[src/rtl/stopwatch_pkg.sv]
// Shared encodings and sizing helpers for the stopwatch control slice.
package stopwatch_pkg;

    localparam logic [2:0] StIdle    = 3'd0;
    localparam logic [2:0] StRun     = 3'd1;
    localparam logic [2:0] StPause   = 3'd2;
    localparam logic [2:0] StLap     = 3'd3;
    localparam logic [2:0] StLapStop = 3'd4;

    function automatic int unsigned calc_div(input int unsigned clk_hz,
                                             input int unsigned tick_hz);
        return clk_hz / tick_hz;
    endfunction

    function automatic int unsigned calc_presc_w(input int unsigned div);
        return (div < 2) ? 1 : $clog2(div);
    endfunction

endpackage

[src/rtl/btn_debounce.sv]
// Button conditioner: 2-flop synchronizer, stability counter, press pulse.
module btn_debounce #(
    parameter int unsigned DEB_CYCLES = 500_000
) (
    input  logic clk,
    input  logic rst,
    input  logic i_btn,
    output logic o_press
);

    localparam int unsigned CntW = $clog2(DEB_CYCLES + 1);

    logic            r_sync1;
    logic            r_sync2;
    logic            r_level;
    logic            r_press;
    logic [CntW-1:0] r_cnt;

    // Level flips on the DEB_CYCLES-th consecutive differing sample; press marks 0->1 only.
    always_ff @(posedge clk or negedge rst) begin
        if (!rst) begin
            r_sync1 <= 1'b0;
            r_sync2 <= 1'b0;
            r_level <= 1'b0;
            r_press <= 1'b0;
            r_cnt   <= '0;
        end else begin
            r_sync1 <= i_btn;
            r_sync2 <= r_sync1;
            r_press <= 1'b0;
            if (r_sync2 == r_level) begin
                r_cnt <= '0;
            end else if (r_cnt == CntW'(DEB_CYCLES - 1)) begin
                r_cnt   <= '0;
                r_level <= r_sync2;
                r_press <= r_sync2;
            end else begin
                r_cnt <= r_cnt + 1'b1;
            end
        end
    end

    assign o_press = r_press;

endmodule

[src/rtl/stopwatch_ctrl.sv]
// Stopwatch control: button events, run/pause/lap FSM, and 100 Hz count-enable prescaler.
module stopwatch_ctrl
    import stopwatch_pkg::*;
#(
    parameter int unsigned CLK_HZ     = 50_000_000,
    parameter int unsigned TICK_HZ    = 100,
    parameter int unsigned DEB_CYCLES = 500_000
) (
    input  logic       clk,
    input  logic       rst,
    input  logic       btn_ss,
    input  logic       btn_lr,
    output logic       cnt_en,
    output logic       cnt_clr,
    output logic       lap_load,
    output logic       disp_sel,
    output logic       running,
    output logic [2:0] state
);

    localparam int unsigned DIV = calc_div(CLK_HZ, TICK_HZ);
    localparam int unsigned PW  = calc_presc_w(DIV);

    logic          w_ev_ss;
    logic          w_ev_lr;
    logic [2:0]    w_state_d;
    logic          w_lap_load_d;
    logic          w_cnt_clr_d;
    logic          w_run_d;
    logic          w_disp_d;
    logic          w_advance;
    logic          w_wrap;
    logic [2:0]    r_state;
    logic          r_running;
    logic          r_disp_sel;
    logic          r_lap_load;
    logic          r_cnt_clr;
    logic          r_cnt_en;
    logic [PW-1:0] r_presc;

    btn_debounce #(.DEB_CYCLES(DEB_CYCLES)) u_deb_ss (
        .clk     (clk),
        .rst     (rst),
        .i_btn   (btn_ss),
        .o_press (w_ev_ss)
    );

    btn_debounce #(.DEB_CYCLES(DEB_CYCLES)) u_deb_lr (
        .clk     (clk),
        .rst     (rst),
        .i_btn   (btn_lr),
        .o_press (w_ev_lr)
    );

    // Start/stop wins when both events land together.
    always_comb begin
        w_state_d    = r_state;
        w_lap_load_d = 1'b0;
        w_cnt_clr_d  = 1'b0;
        case (r_state)
            StIdle: begin
                if (w_ev_ss) w_state_d = StRun;
            end
            StRun: begin
                if (w_ev_ss) begin
                    w_state_d = StPause;
                end else if (w_ev_lr) begin
                    w_state_d    = StLap;
                    w_lap_load_d = 1'b1;
                end
            end
            StLap: begin
                if (w_ev_ss)      w_state_d = StLapStop;
                else if (w_ev_lr) w_state_d = StRun;
            end
            StLapStop: begin
                if (w_ev_ss)      w_state_d = StLap;
                else if (w_ev_lr) w_state_d = StPause;
            end
            StPause: begin
                if (w_ev_ss) begin
                    w_state_d = StRun;
                end else if (w_ev_lr) begin
                    w_state_d   = StIdle;
                    w_cnt_clr_d = 1'b1;
                end
            end
            default: w_state_d = StIdle;
        endcase
    end

    assign w_run_d  = (w_state_d == StRun) || (w_state_d == StLap);
    assign w_disp_d = (w_state_d == StLap) || (w_state_d == StLapStop);
    // Advancing only when running on both sides of the edge keeps a stop-on-wrap from losing the tick.
    assign w_advance = r_running && w_run_d;
    assign w_wrap    = (r_presc == PW'(DIV - 1));

    always_ff @(posedge clk or negedge rst) begin
        if (!rst) begin
            r_state    <= StIdle;
            r_running  <= 1'b0;
            r_disp_sel <= 1'b0;
            r_lap_load <= 1'b0;
            r_cnt_clr  <= 1'b0;
            r_cnt_en   <= 1'b0;
            r_presc    <= '0;
        end else begin
            r_state    <= w_state_d;
            r_running  <= w_run_d;
            r_disp_sel <= w_disp_d;
            r_lap_load <= w_lap_load_d;
            r_cnt_clr  <= w_cnt_clr_d;
            r_cnt_en   <= w_advance && w_wrap;
            if (w_cnt_clr_d) begin
                r_presc <= '0;
            end else if (w_advance) begin
                r_presc <= w_wrap ? '0 : r_presc + 1'b1;
            end
        end
    end

    assign state    = r_state;
    assign running  = r_running;
    assign disp_sel = r_disp_sel;
    assign lap_load = r_lap_load;
    assign cnt_clr  = r_cnt_clr;
    assign cnt_en   = r_cnt_en;

endmodule

[config.mk]
export PLATFORM = sky130hd
export DESIGN_NAME = stopwatch_ctrl
export DESIGN_NICKNAME = d
export VERILOG_FILES = /design/src/rtl/stopwatch_pkg.sv /design/src/rtl/btn_debounce.sv /design/src/rtl/stopwatch_ctrl.sv
export SDC_FILE = /design/constraint.sdc
export NUM_CORES = 1
export LEC_CHECK = 0
export BUFFER_PORTS_ARGS = -buffer_cell sky130_fd_sc_hd__buf_2
export CORE_ASPECT_RATIO = 1.75
export CORE_MARGIN = 8
export CORE_UTILIZATION = 39
export DETAILED_ROUTE_END_ITERATION = 12
export GPL_TIMING_DRIVEN = 0
export PLACE_DENSITY_LB_ADDON = 0.1
export SLEW_MARGIN = 20
export SYNTH_ARGS = -nofsm -noshare
export SYNTH_HDL_FRONTEND = slang
export SYNTH_HIERARCHICAL = 1
export SYNTH_SLANG_ARGS = --single-unit
[constraint.sdc]
create_clock -name clk -period 2.3 [get_ports clk]
set_input_delay 0.115 -clock clk [delete_from_list [all_inputs] [get_ports clk]]
set_output_delay 0.115 -clock clk [all_outputs]
set_load 0.02 [all_outputs]
Word-level counts from Yosys, hierarchy flattened
Index checks and enable logic that the tools add are counted.

Word-level logic and storage cells: 67. Bits of input ports: 4. Output and inout bits: 8. Bits in registers: 73.

Mux-type cells: 25. Bitwise gates (word level): 2. Equal/unequal tests: 12. Add/subtract/negate cells: 3. Reduce and logical (&&, ||, !) cells: 8.

Operators with widths (count): $mux 19 (7); $add 19x1->19 const B (3); $eq 19x19->1 const B (3); $mux 3 (9); $pmux 3 s5 (1); $eq 3x2->1 const B (3); $mux 1 (8); $eq 3x1->1 const B (2); $eq 3x3->1 const B (2); $reduce_and 2->1 (2); $logic_not 3->1 (1); $eq 1x1->1 (2); $logic_and 1x1->1 (2); $logic_or 1x1->1 (2); $not 1->1 (2); $reduce_bool 2->1 (1).

Logic depth before layout (Yosys ltp)
Gate-level depths: netlist of the first run.

Depth after elaboration: 8. Mapped depth: 8. Gate-level depth less buffers: 6.

Modules after synthesis
Netlist of the first run, hierarchy kept.

Modules (own cells, without submodules): btn_debounce (sequential area each 575.6 µm², area an instance 1118.6 µm², times used 2, cells an instance 110); stopwatch_ctrl (sequential area each 675.6 µm², area an instance 1505.2 µm², times used 1, cells an instance 160).

Worst setup path before layout of the first run
No wires, ideal clock.

Path kind: reg2reg. Start: register r_state[0] (netlist: state[0]). End: register r_presc[3]. Library setup time: 126 ps. Required time: 2174 ps. Buffers on the path: 2. Clock period less this slack: 1741 ps. Slack: 559 ps. Arrival: 1615 ps. Cell stages (with the launch flop): 7. Cell sequence: dfrtp_1 -> buf_2 -> mux2_4 -> o211a_1 -> buf_6 -> and3_1 -> a221o_1.

Longest elaborated chain between the ends: 7. Elaborated cells on any way between the ends: 22. Classes of those cells: eq/ne (6); mux (12); reduce/logical (4).

Ends and longest elaborated chain: from (decl) (line stopwatch_ctrl.sv:33) `logic [2:0] r_state;`; from (signal assigned) (line stopwatch_ctrl.sv:100) `r_state <= StIdle;`; from (signal assigned) (line stopwatch_ctrl.sv:108) `r_state <= w_state_d;`; $mux 3 (on tied branches) (2 in a row); $pmux 3 s5 * (line stopwatch_ctrl.sv:60) `case (r_state)`; named net w_state_d[0] (line stopwatch_ctrl.sv:26) `logic [2:0] w_state_d;`; $eq 3x1->1 or $eq 3x2->1 (tied branches) (line stopwatch_ctrl.sv:92) `assign w_run_d = (w_state_d == StRun) || (w_state_d == StLap);`; $logic_or 1x1->1 * (line stopwatch_ctrl.sv:92); $logic_and 1x1->1 * (line stopwatch_ctrl.sv:95) `assign w_advance = r_running && w_run_d;`; $reduce_bool 2->1 (no line) *; to (signal assigned) (line stopwatch_ctrl.sv:117) `r_presc <= w_wrap ? '0 : r_presc + 1'b1;`; to (decl) (line stopwatch_ctrl.sv:39) `logic [PW-1:0] r_presc;`.

The timed path passes the listed nets; every way through them passes the cells marked *. A chain may end at the register's enable or synchronous reset.

Final worst setup path of the first run
Start: register u_deb_ss.r_cnt[0]. End: register u_deb_ss.r_cnt[18].

Longest elaborated chain between the ends: 3. Elaborated cells on any way between the ends: 4. Classes of those cells: add/sub (1); eq/ne (1); mux (2).

Ends and longest elaborated chain: from (decl) (line btn_debounce.sv:17) `logic [CntW-1:0] r_cnt;`; from (signal assigned) (line btn_debounce.sv:38) `r_cnt <= r_cnt + 1'b1;`; $add 19x1->19 or $eq 19x19->1 (tied branches) (line btn_debounce.sv:38, btn_debounce.sv:33); $mux 19 * (line btn_debounce.sv:33) `end else if (r_cnt == CntW'(DEB_CYCLES - 1)) begin`; $mux 19 * (line btn_debounce.sv:31) `if (r_sync2 == r_level) begin`.

Mark *: on every way between the ends. The rest lies on a longest branch, timed or not.

==> flow_summary_export.csv, run 1 <==
group,metric,value,unit
yosys,async_flop_share,1.00,
critical_path,reg2reg_slack,240,ps
cts,cts_tree,"done",
critical_path,crit_path_max_incr_delay,650,ps
timing,fin_crit_sh,0.897,
run,maxCapViolations,0,
critical_path,cp_data_required_time,2500,ps
yosys,synthCells,380,
power,power_per_cell_area,673,nW/um^2
timing,grt_setup_unrepaired,"false",
drt,drcViolationCount,0,
floorplanning,die_w,90.1,um
placed_design,postPlaceCellArea,3980,um^2
cts,cts-buffers-inserted,9,
outcome,status,"completed",
global_route,grt_pass1_vias,3038,
timing,finalCriticalPeriod,2060,ps
timing,worst_pin_slew,674,ps
yosys,synth-edff-count,0,
drt,detail-route-antenna-nets,0,
critical_path,worstPathArrival,2260,ps
yosys,synth_flop_cell,"dfrtp_1",
critical_path,worstPathCellList,"ha_1 > nand4_1 > nor4_1 > a31o_2 > a21oi_1",
global_route,use_met3,0.0305,
power,vdd_drop_max,0.477,mV
critical_path,startpoint_type,"register",
yosys,syn_avg_cell_area,9.85,um^2
critical_path,cp_max_fo,6,
placed_design,finalWeightedCongestion,0.789,
critical_path,ff2ff_path_depth,5,
power,p_leak,0.00181,uW
timing,fin_worst_skew,9.54,ps
cts,clk_latency,330,ps
critical_path,worstReg2RegStart,"u_deb_ss/r_cnt[0]$_DFF_PN0_",
placed_design,numPortBuffers,11,
timing,finalMaxSlewViolations,0,
global_route,grt_usage,0.138,
critical_path,critical_path.top_delay_family,"simple AND/OR/NAND/NOR gates",
global_route,grtUsageMet1,0.129,
drt,vias,2929,
floorplanning,num_rows,47,
drt,first_pass_iters,4,
yosys,yosys_warnings,6,
placed_design,placed_cells,514,
layout,fin_area,4340,um^2
timing,fmax,485,MHz
cts,cts_setup_buffers,0,
global_route,met2_usage,0.263,
drt,drtIter0Drc,135,
timing,hold_viol,0,
global_route,top_usage_layer,"met2",
yosys,syn_nets,387,
yosys,synth_area,3740,um^2
critical_path,end_kind,"register",
critical_path,cp_slowest_cell,"nor4_1",
layout,drive_gt1_frac,0.148,
global_route,grt_max_degree,54,
drt,route.final.wire_length,8.62,mm
yosys,synth-seq-cells,73,
cts,cts_sinks,73,
yosys,ys_types,50,
global_route,overflow,0,
cts,clock_tree.buffer_depth,2,
critical_path,worst-path-buf-inv,0,
layout,stdcell_count,533,
floorplanning,core,9410,um^2
critical_path,critical_path_class,"register to register",
layout,nFillCells,920,
placed_design,dp_hpwl,6.23,mm
floorplanning,initial_core_util,0.398,
timing,setup_viol,0,
floorplanning,ios,12,
floorplanning,die_height,146,um
cts,htreeDepth,3,
cts,clk_pin_slew,60,ps
layout,diodes,0,
cts,ctsRootBufferMaster,"clkbuf_16",
global_route,grt_pass1_wl,14.6,mm
worst_hold_path,hold_class,"primary input to asynchronous set/reset pin",
drt,routedWlPerCell,16.2,um
timing,slew_headroom,0.547,
critical_path,r2r_end,"u_deb_ss/r_cnt[18]$_DFF_PN0_",
drt,via_per_inst,5.50,
global_route,antenna_found_initial,0,
floorplanning,dieArea,13100,um^2
timing,setup_tns,0,ps
yosys,seq_area_frac_synth,0.488,
layout,area_growth,15.9,%
layout,nNetsFinal,413,
cells by family (layout without fill, tap and decap cells):
group | Yosys count | in the layout | synth area share
AO/OA/AOI/OAI | 51 | 51 | 0.0970
AND/OR/NAND/NOR | 190 | 190 | 0.279
multiplexers | 5 | 5 | 0.0160
XOR/XNOR | 33 | 33 | 0.0772
adder cells (fa/ha/maj) | 3 | 3 | 0.0100
flip-flops | 73 | 73 | 0.488
buffers and inverters | 25 | 56 | 0.0331
layout make-up:
cell class | instances | area (um^2) | area share
sequential | 73 | 1830 | 0.421
multi-input combinational | 282 | 1790 | 0.413
clock buffer | 10 | 239 | 0.0551
tap | 122 | 153 | 0.0352
timing repair buffer | 15 | 115 | 0.0265
clock inverter | 6 | 90.1 | 0.0208
buffer | 15 | 86.3 | 0.0199
inverter | 10 | 37.5 | 0.00865
sequential cells by signal, summed over array words and instances, names as in the netlist, 3 cells and up:
register,flops
u_deb_lr/r_cnt,19
r_presc,19
u_deb_ss/r_cnt,19
state,3
cell usage in the layout, fill, tap and decap left out, drive strengths merged, types with 6 or more instances in the layout:
| cell type | n |
|---|---|
| nor3 | 18 |
| xnor2 | 24 |
| a31oi | 12 |
| inv | 11 |
| nand4 | 27 |
| xor2 | 9 |
| nor2 | 41 |
| nor4 | 11 |
| nand2 | 32 |
| dfrtp | 73 |
| o21ai | 8 |
| buf | 23 |
| clkbuf | 14 |
| a21oi | 16 |
| nor4b | 6 |
| nand3 | 24 |
cell usage after synthesis (7+ instances only):
master   count  area (um^2)
a21oi_1     13         65.1
a31oi_1     12         75.1
dfrtp_1     73         1830
inv_1       10         37.5
nand2_1     32          120
nand3_1     24          120
nand4_1     24          150
nor2_1      41          154
nor3_1      18         90.1
nor4_1       9         56.3
o21ai_0      7         35.0
xnor2_1     24          210
xor2_1       9         78.8
per-stage QoR:
step	power (uW)	worst slack [ps]	utilization	hold WS, ps
after global placement	1400	219	0.420	223
after floorplan	1360	559	-	-181
after CTS	2970	208	0.461	227
final	2920	236	0.461	218
after global routing	3040	36.7	0.461	239
after detailed placement	1410	230	0.423	31.8
worst max path at each step:
| stage | start | to | slack [ps] | cells past startpoint |
|---|---|---|---|---|
| after floorplan | state[0]$_DFF_PN0_ | r_presc[3]$_DFFE_PN0P_ | 560 | 6 |
| after global placement | u_deb_lr/r_cnt[0]$_DFF_PN0_ | u_deb_lr/r_cnt[18]$_DFF_PN0_ | 220 | 5 |
| after detailed placement | u_deb_ss/r_cnt[0]$_DFF_PN0_ | u_deb_ss/r_cnt[8]$_DFF_PN0_ | 230 | 6 |
| after CTS | u_deb_lr/r_cnt[0]$_DFF_PN0_ | u_deb_lr/r_cnt[18]$_DFF_PN0_ | 210 | 5 |
| after global routing | u_deb_ss/r_cnt[0]$_DFF_PN0_ | u_deb_ss/r_cnt[18]$_DFF_PN0_ | 40 | 5 |
| final | u_deb_ss/r_cnt[0]$_DFF_PN0_ | u_deb_ss/r_cnt[18]$_DFF_PN0_ | 240 | 5 |
timing repair:
item	CTS	global route
resized for setup	0	0
hold buffers	3	0
hold endpoints to repair	22	0
routing by layer:
layer | up-vias | wire (um) | part of all wire
li1 | 1433 | - | -
met1 | 1430 | 3300 | 0.38
met2 | 45 | 4840 | 0.56
met3 | 21 | 200 | 0.023
met4 | 0 | 289 | 0.034
met5 | - | 0 | 0
where the power goes:
group / total [uW] / switching, uW / internal (uW)
Combinational: 74.5 / 50.1 / 24.4
Sequential: 1310 / 12.7 / 1300
Clock: 1540 / 556 / 983
Total: 2920 / 619 / 2300
Note: power is estimated with default switching activity, not from simulation.
==> run 2: changes to the inputs <==
--- a/config.mk
+++ b/config.mk
@@ -9,9 +9,9 @@
 export CORE_ASPECT_RATIO = 1.75
 export CORE_MARGIN = 8
 export CORE_UTILIZATION = 39
+export CTS_CLUSTER_SIZE = 10
 export DETAILED_ROUTE_END_ITERATION = 12
 export GPL_TIMING_DRIVEN = 0
-export PLACE_DENSITY_LB_ADDON = 0.1
 export SLEW_MARGIN = 20
 export SYNTH_ARGS = -nofsm -noshare
 export SYNTH_HDL_FRONTEND = slang
==> run 2 against run 1 <==
Compared with the run above:
- fmax shrank 1.8%
- critical path depth is the same
- core utilization shrank 0.36 points
- hold slack gained 8.8 ps
- non-clock buffer count is the same
- highest routed layer unchanged
- largest power group unchanged
- sequential power is essentially flat
- cell area shrank 0.78%
- critical path type unchanged
- die area is the same
==> flow_summary_export.csv, run 2 (synthesized netlist as in run 1, its figures left out) <==
group,metric,value,unit
timing,grt_setup_unrepaired,"false",
timing,setup_tns,0,ps
timing,fin_worst_skew,8.78,ps
timing,fmax,476,MHz
layout,reg_top3,"r_presc x19, u_deb_lr/r_cnt x19, u_deb_ss/r_cnt x19",
layout,drive_gt1_frac,0.151,
timing,hold_viol,0,
critical_path,cp_max_fo,6,
cts,clk_pin_slew,60,ps
critical_path,cp_data_required_time,2500,ps
timing,finalWorstSetupSlack,199,ps
layout,nNetsFinal,413,
placed_design,postPlaceCellArea,3980,um^2
drt,drtIter0Drc,145,
floorplanning,die_w,90.1,um
timing,setup_viol,0,
cts,cts_tree,"done",
power,vdd_drop_max,0.374,mV
timing,fin_crit_sh,0.914,
critical_path,worstPathArrival,2300,ps
drt,detail-route-antenna-nets,0,
drt,routedWlPerCell,15.6,um
power,pwr-share-seq,0.478,
timing,worst_pin_slew,693,ps
power,sw_frac_of_total,0.243,
drt,drcViolationCount,0,
layout,mostFrequentLayoutCell,"dfrtp_1",
drt,first_pass_iters,4,
floorplanning,core,9410,um^2
global_route,grt_pass1_vias,3045,
global_route,grt_max_degree,54,
cts,clock_tree.buffer_depth,2,
placed_design,finalWeightedCongestion,0.822,
placed_design,numPortBuffers,11,
timing,finalMaxSlewViolations,0,
drt,route.final.wire_length,8.33,mm
run,maxCapViolations,0,
drt,via_per_inst,5.57,
global_route,antenna_found_initial,0,
critical_path,end_kind,"register",
placed_design,dpl_worst_slack,238,ps
power,power_per_cell_area,636,nW/um^2
global_route,grt_usage,0.133,
cts,htreeDepth,3,
power,p_switching,665,uW
power,p_leak,0.00179,uW
layout,diodes,0,
timing,slew_headroom,0.534,
global_route,grt_pass1_wl,14.3,mm
floorplanning,initial_core_util,0.398,
drt,vias,2968,
layout,layout_common_cells,"73 x dfrtp_1, 41 x nor2_1, 32 x nand2_1",
timing,finalCriticalPeriod,2100,ps
power,combinationalPowerShare,0.027,
critical_path,startpoint_type,"register",
cts,cts-buffers-inserted,9,
layout,area_growth,15.0,%
worst_hold_path,hold_class,"primary input to asynchronous set/reset pin",
layout,nFillCells,920,
floorplanning,num_rows,47,
floorplanning,dieArea,13100,um^2
cts,ctsRootBufferMaster,"clkbuf_16",
floorplanning,ios,12,
outcome,status,"completed",
placed_design,dp_hpwl,6.00,mm
cts,clk_latency,340,ps
floorplanning,die_height,146,um
power,clockPowerShare,0.495,
cts,cts_sinks,73,
power,p_int,2070,uW
global_route,overflow,0,
critical_path,critical_path_class,"register to register",
layout,fin_area,4310,um^2
-- run 2: cell types whose count changed in the layout (fill, tap and decap cells not counted), sizes merged --
cell | before | now
clkinvlp | 1 | 2
bufinv | 2 | 0
clkbuf | 14 | 13
inv | 11 | 13
-- run 2: power by group through the flow --
stage | Combinational [uW] | Clock (uW) | Sequential (uW)
CTS | 78.1 | 1390 | 1310
floorplan | 30.0 | 0 | 1330
global placement | 65.7 | 0 | 1330
detailed placement | 74.1 | 0 | 1330
finish | 74.5 | 1360 | 1310
global route | 87.0 | 1440 | 1310
-- run 2: metal layers --
layer  global-route usage  part of all wire
met5                    0                 0
met1                0.133              0.39
met4               0.0838             0.040
met2                0.243              0.55
met3               0.0284             0.025
-- run 2: worst paths after layout --
kind,from,slack (ps),endpoint,cells after the start
worst max-delay path,u_deb_ss/r_cnt[0]$_DFF_PN0_,200,u_deb_ss/r_cnt[18]$_DFF_PN0_,5
worst min-delay path,rst,230,u_deb_lr/r_cnt[16]$_DFF_PN0_,2
max in group asynchronous,rst,1530,u_deb_ss/r_cnt[7]$_DFF_PN0_,3
min in group clk,u_deb_ss/r_sync1$_DFF_PN0_,350,u_deb_ss/r_sync2$_DFF_PN0_,0
worst max register to register,u_deb_ss/r_cnt[0]$_DFF_PN0_,200,u_deb_ss/r_cnt[18]$_DFF_PN0_,5
worst min register to register,u_deb_ss/r_sync1$_DFF_PN0_,350,u_deb_ss/r_sync2$_DFF_PN0_,0
-- run 2: layout make-up --
type | instances | area, um^2 | share of cell area
Clock inverter | 7 | 63.8 | 0.0148
Inverter | 10 | 37.5 | 0.00872
Sequential cell | 73 | 1830 | 0.424
Timing Repair Buffer | 15 | 115 | 0.0267
Multi-Input combinational cell | 282 | 1800 | 0.418
Buffer | 15 | 86.3 | 0.0201
Clock buffer | 9 | 225 | 0.0523
Tap cell | 122 | 153 | 0.0355
-- run 2: timing repair --
item | 4_1_cts | 5_1_grt
hold endpoints to repair | 22 | 0
buffers inserted | 0 | 0
hold buffers | 3 | 0
setup endpoints to repair | 0 | 8
resized for setup | 0 | 1
-- run 2: worst max-delay path, stage by stage, from the launching register on --
cell and delay [ps]:
dfrtp_1 430, ha_1 250, nand4_1 290, nor4_1 690, a31o_2 250, a21oi_1 60
-- run 2: through the flow --
step	hold WS (ps)	power [uW]	instances	utilization
after global routing	256	2840	533	0.458
after detailed placement	28.2	1410	514	0.423
final	226	2740	533	0.458
after floorplan	-181	1360	380	-
after global placement	223	1400	513	0.420
after CTS	237	2770	533	0.457
==> run 3: changes to the inputs <==
--- a/config.mk
+++ b/config.mk
@@ -6,7 +6,7 @@
 export NUM_CORES = 1
 export LEC_CHECK = 0
 export BUFFER_PORTS_ARGS = -buffer_cell sky130_fd_sc_hd__buf_2
-export CORE_ASPECT_RATIO = 1.75
+export CORE_ASPECT_RATIO = 2
 export CORE_MARGIN = 8
 export CORE_UTILIZATION = 39
 export CTS_CLUSTER_SIZE = 10
==> run 3 against run 2 <==
Compared with the run above:
- core utilization rose by 0.77 points
- worst setup slack improved by 23 ps
- sequential cell count did not move
- sequential power barely moved
- first-iteration DRC count rose by 4.1%
- largest power group unchanged
- critical path depth did not move
- total power rose by 10%
- clock power rose by 20%
- routed wire length barely moved
- non-clock buffer count did not move
- fmax rose by 1.1%
- critical path type unchanged
- cell area rose by 0.73%
==> flow_summary_export.csv, run 3 (synthesized netlist as in run 1, its figures left out) <==
group,metric,value,unit
cts,cts-buffers-inserted,9,
global_route,overflow,0,
cts,clock_tree.buffer_depth,2,
drt,drtIter0Drc,151,
critical_path,r2r_end,"u_deb_lr/r_cnt[18]$_DFF_PN0_",
floorplanning,dieArea,13200,um^2
critical_path,crit_path_max_incr_delay,660,ps
critical_path,worstPathArrival,2270,ps
placed_design,numPortBuffers,11,
critical_path,end_kind,"register",
critical_path,critical_path_class,"register to register",
floorplanning,ios,12,
placed_design,dpl_worst_slack,223,ps
timing,hold_viol,0,
global_route,grt_max_degree,55,
cts,cts_setup_buffers,0,
layout,drive_gt1_frac,0.148,
timing,finalCriticalPeriod,2080,ps
timing,fmax,481,MHz
drt,route.final.wire_length,8.33,mm
global_route,grt_pass1_wl,14.4,mm
cts,cts_sinks,73,
floorplanning,num_rows,50,
critical_path,cp_max_fo,6,
cts,cts.repair.resized,0,
run,maxCapViolations,0,
critical_path,worstPathCellList,"ha_1 > nand4_1 > nor4_1 > a31o_2 > a21oi_1",
layout,nFillCells,881,
cts,clk_latency,330,ps
timing,grt_setup_unrepaired,"false",
critical_path,worst-path-buf-inv,0,
drt,drcViolationCount,0,
critical_path,critical_path.top_delay_family,"simple AND/OR/NAND/NOR gates",
timing,fin_crit_sh,0.904,
critical_path,ff2ff_path_depth,5,
timing,setup_viol,0,
floorplanning,die_w,85.3,um
timing,finalMaxSlewViolations,0,
floorplanning,initial_core_util,0.401,
drt,first_pass_iters,4,
timing,slew_headroom,0.575,
layout,area_growth,15.9,%
drt,detail-route-antenna-nets,0,
placed_design,dp_hpwl,6.10,mm
critical_path,cp_slowest_cell,"nor4_1",
layout,diodes,0,
placed_design,finalWeightedCongestion,0.851,
timing,worst_pin_slew,631,ps
outcome,status,"completed",
power,p_leak,0.00182,uW
drt,routedWlPerCell,16.2,um
critical_path,reg2reg_slack,220,ps
cts,cts_tree,"done",
layout,mostFrequentLayoutCell,"dfrtp_1",
layout,nNetsFinal,413,
layout,layout_common_cells,"73 x dfrtp_1, 41 x nor2_1, 32 x nand2_1",
critical_path,worstReg2RegStart,"u_deb_lr/r_cnt[0]$_DFF_PN0_",
drt,via_per_inst,5.80,
critical_path,startpoint_type,"register",
critical_path,cp_data_required_time,2500,ps
global_route,grt_usage,0.137,
global_route,grt_pass1_vias,3033,
global_route,antenna_found_initial,0,
worst_hold_path,hold_class,"primary input to asynchronous set/reset pin",
layout,reg_top3,"r_presc x19, u_deb_lr/r_cnt x19, u_deb_ss/r_cnt x19",
timing,setup_tns,0,ps
floorplanning,core,9320,um^2
cts,htreeDepth,3,
drt,vias,2985,
power,power_per_cell_area,695,nW/um^2
timing,fin_worst_skew,9.74,ps
floorplanning,die_height,155,um
power,vdd_drop_max,0.605,mV
cts,ctsRootBufferMaster,"clkbuf_16",
timing,finalWorstSetupSlack,221,ps
cts,clk_pin_slew,60,ps
[run 3: where the power goes]
part	switching, uW	internal, uW	total, uW
logic	50.8	24.4	75.3
clock network	560	1070	1630
registers	12.2	1300	1310
[run 3: how the worst max path moves through the flow]
stage,cells after the start,slack (ps),end,start
finish,5,220,u_deb_lr/r_cnt[18]$_DFF_PN0_,u_deb_lr/r_cnt[0]$_DFF_PN0_
global route,5,30,u_deb_lr/r_cnt[18]$_DFF_PN0_,u_deb_lr/r_cnt[0]$_DFF_PN0_
CTS,5,200,u_deb_lr/r_cnt[18]$_DFF_PN0_,u_deb_lr/r_cnt[0]$_DFF_PN0_
detailed placement,5,220,u_deb_ss/r_cnt[9]$_DFF_PN0_,u_deb_ss/r_cnt[5]$_DFF_PN0_
global placement,5,270,u_deb_lr/r_cnt[18]$_DFF_PN0_,u_deb_lr/r_cnt[0]$_DFF_PN0_
floorplan,6,560,r_presc[3]$_DFFE_PN0P_,state[0]$_DFF_PN0_
[run 3: worst register-to-register path: cells and delay by family (launching register included)]
family	cells	cell delay [ps]
and+or+nand+nor	2	940
DFF	1	440
AOI/OAI and AO/OA	2	300
adders and majority gates	1	260
[run 3: timing repair]
action | 4_1_cts | 5_1_grt
hold buffers | 3 | 0
endpoints found under the setup margin | 0 | 0
hold endpoints to repair | 21 | 0
[run 3: per-layer routing]
metal	routed length, um	global-route usage
met5	0	0
met4	254	0.0766
met3	196	0.0271
met2	4860	0.260
met1	3020	0.131
[run 3: metrics by stage]
step | cell area (um^2) | cells | power, uW | hold WS (ps) | utilization
6_report | 4340 | 515 | 3010 | 228 | 0.465
5_1_grt | 4340 | 515 | 3120 | 273 | 0.465
4_1_cts | 4340 | 515 | 3060 | 235 | 0.465
3_5_place_dp | 3960 | 496 | 1410 | 25.2 | 0.425
3_3_place_gp | 3930 | 495 | 1400 | 223 | 0.421
2_1_floorplan | 3740 | 380 | 1360 | -181 | -
[run 3: cell type report]
cell class                 instances  area, um^2  share of cell area
inverter                          10        37.5             0.00866
sequential                        73        1830               0.421
buffer                            15        86.3              0.0199
multi-input combinational        282        1790               0.413
tap                              104         130              0.0300
clock inverter                     7         124              0.0286
clock buffer                       9         225              0.0519
timing repair buffer              15         115              0.0265
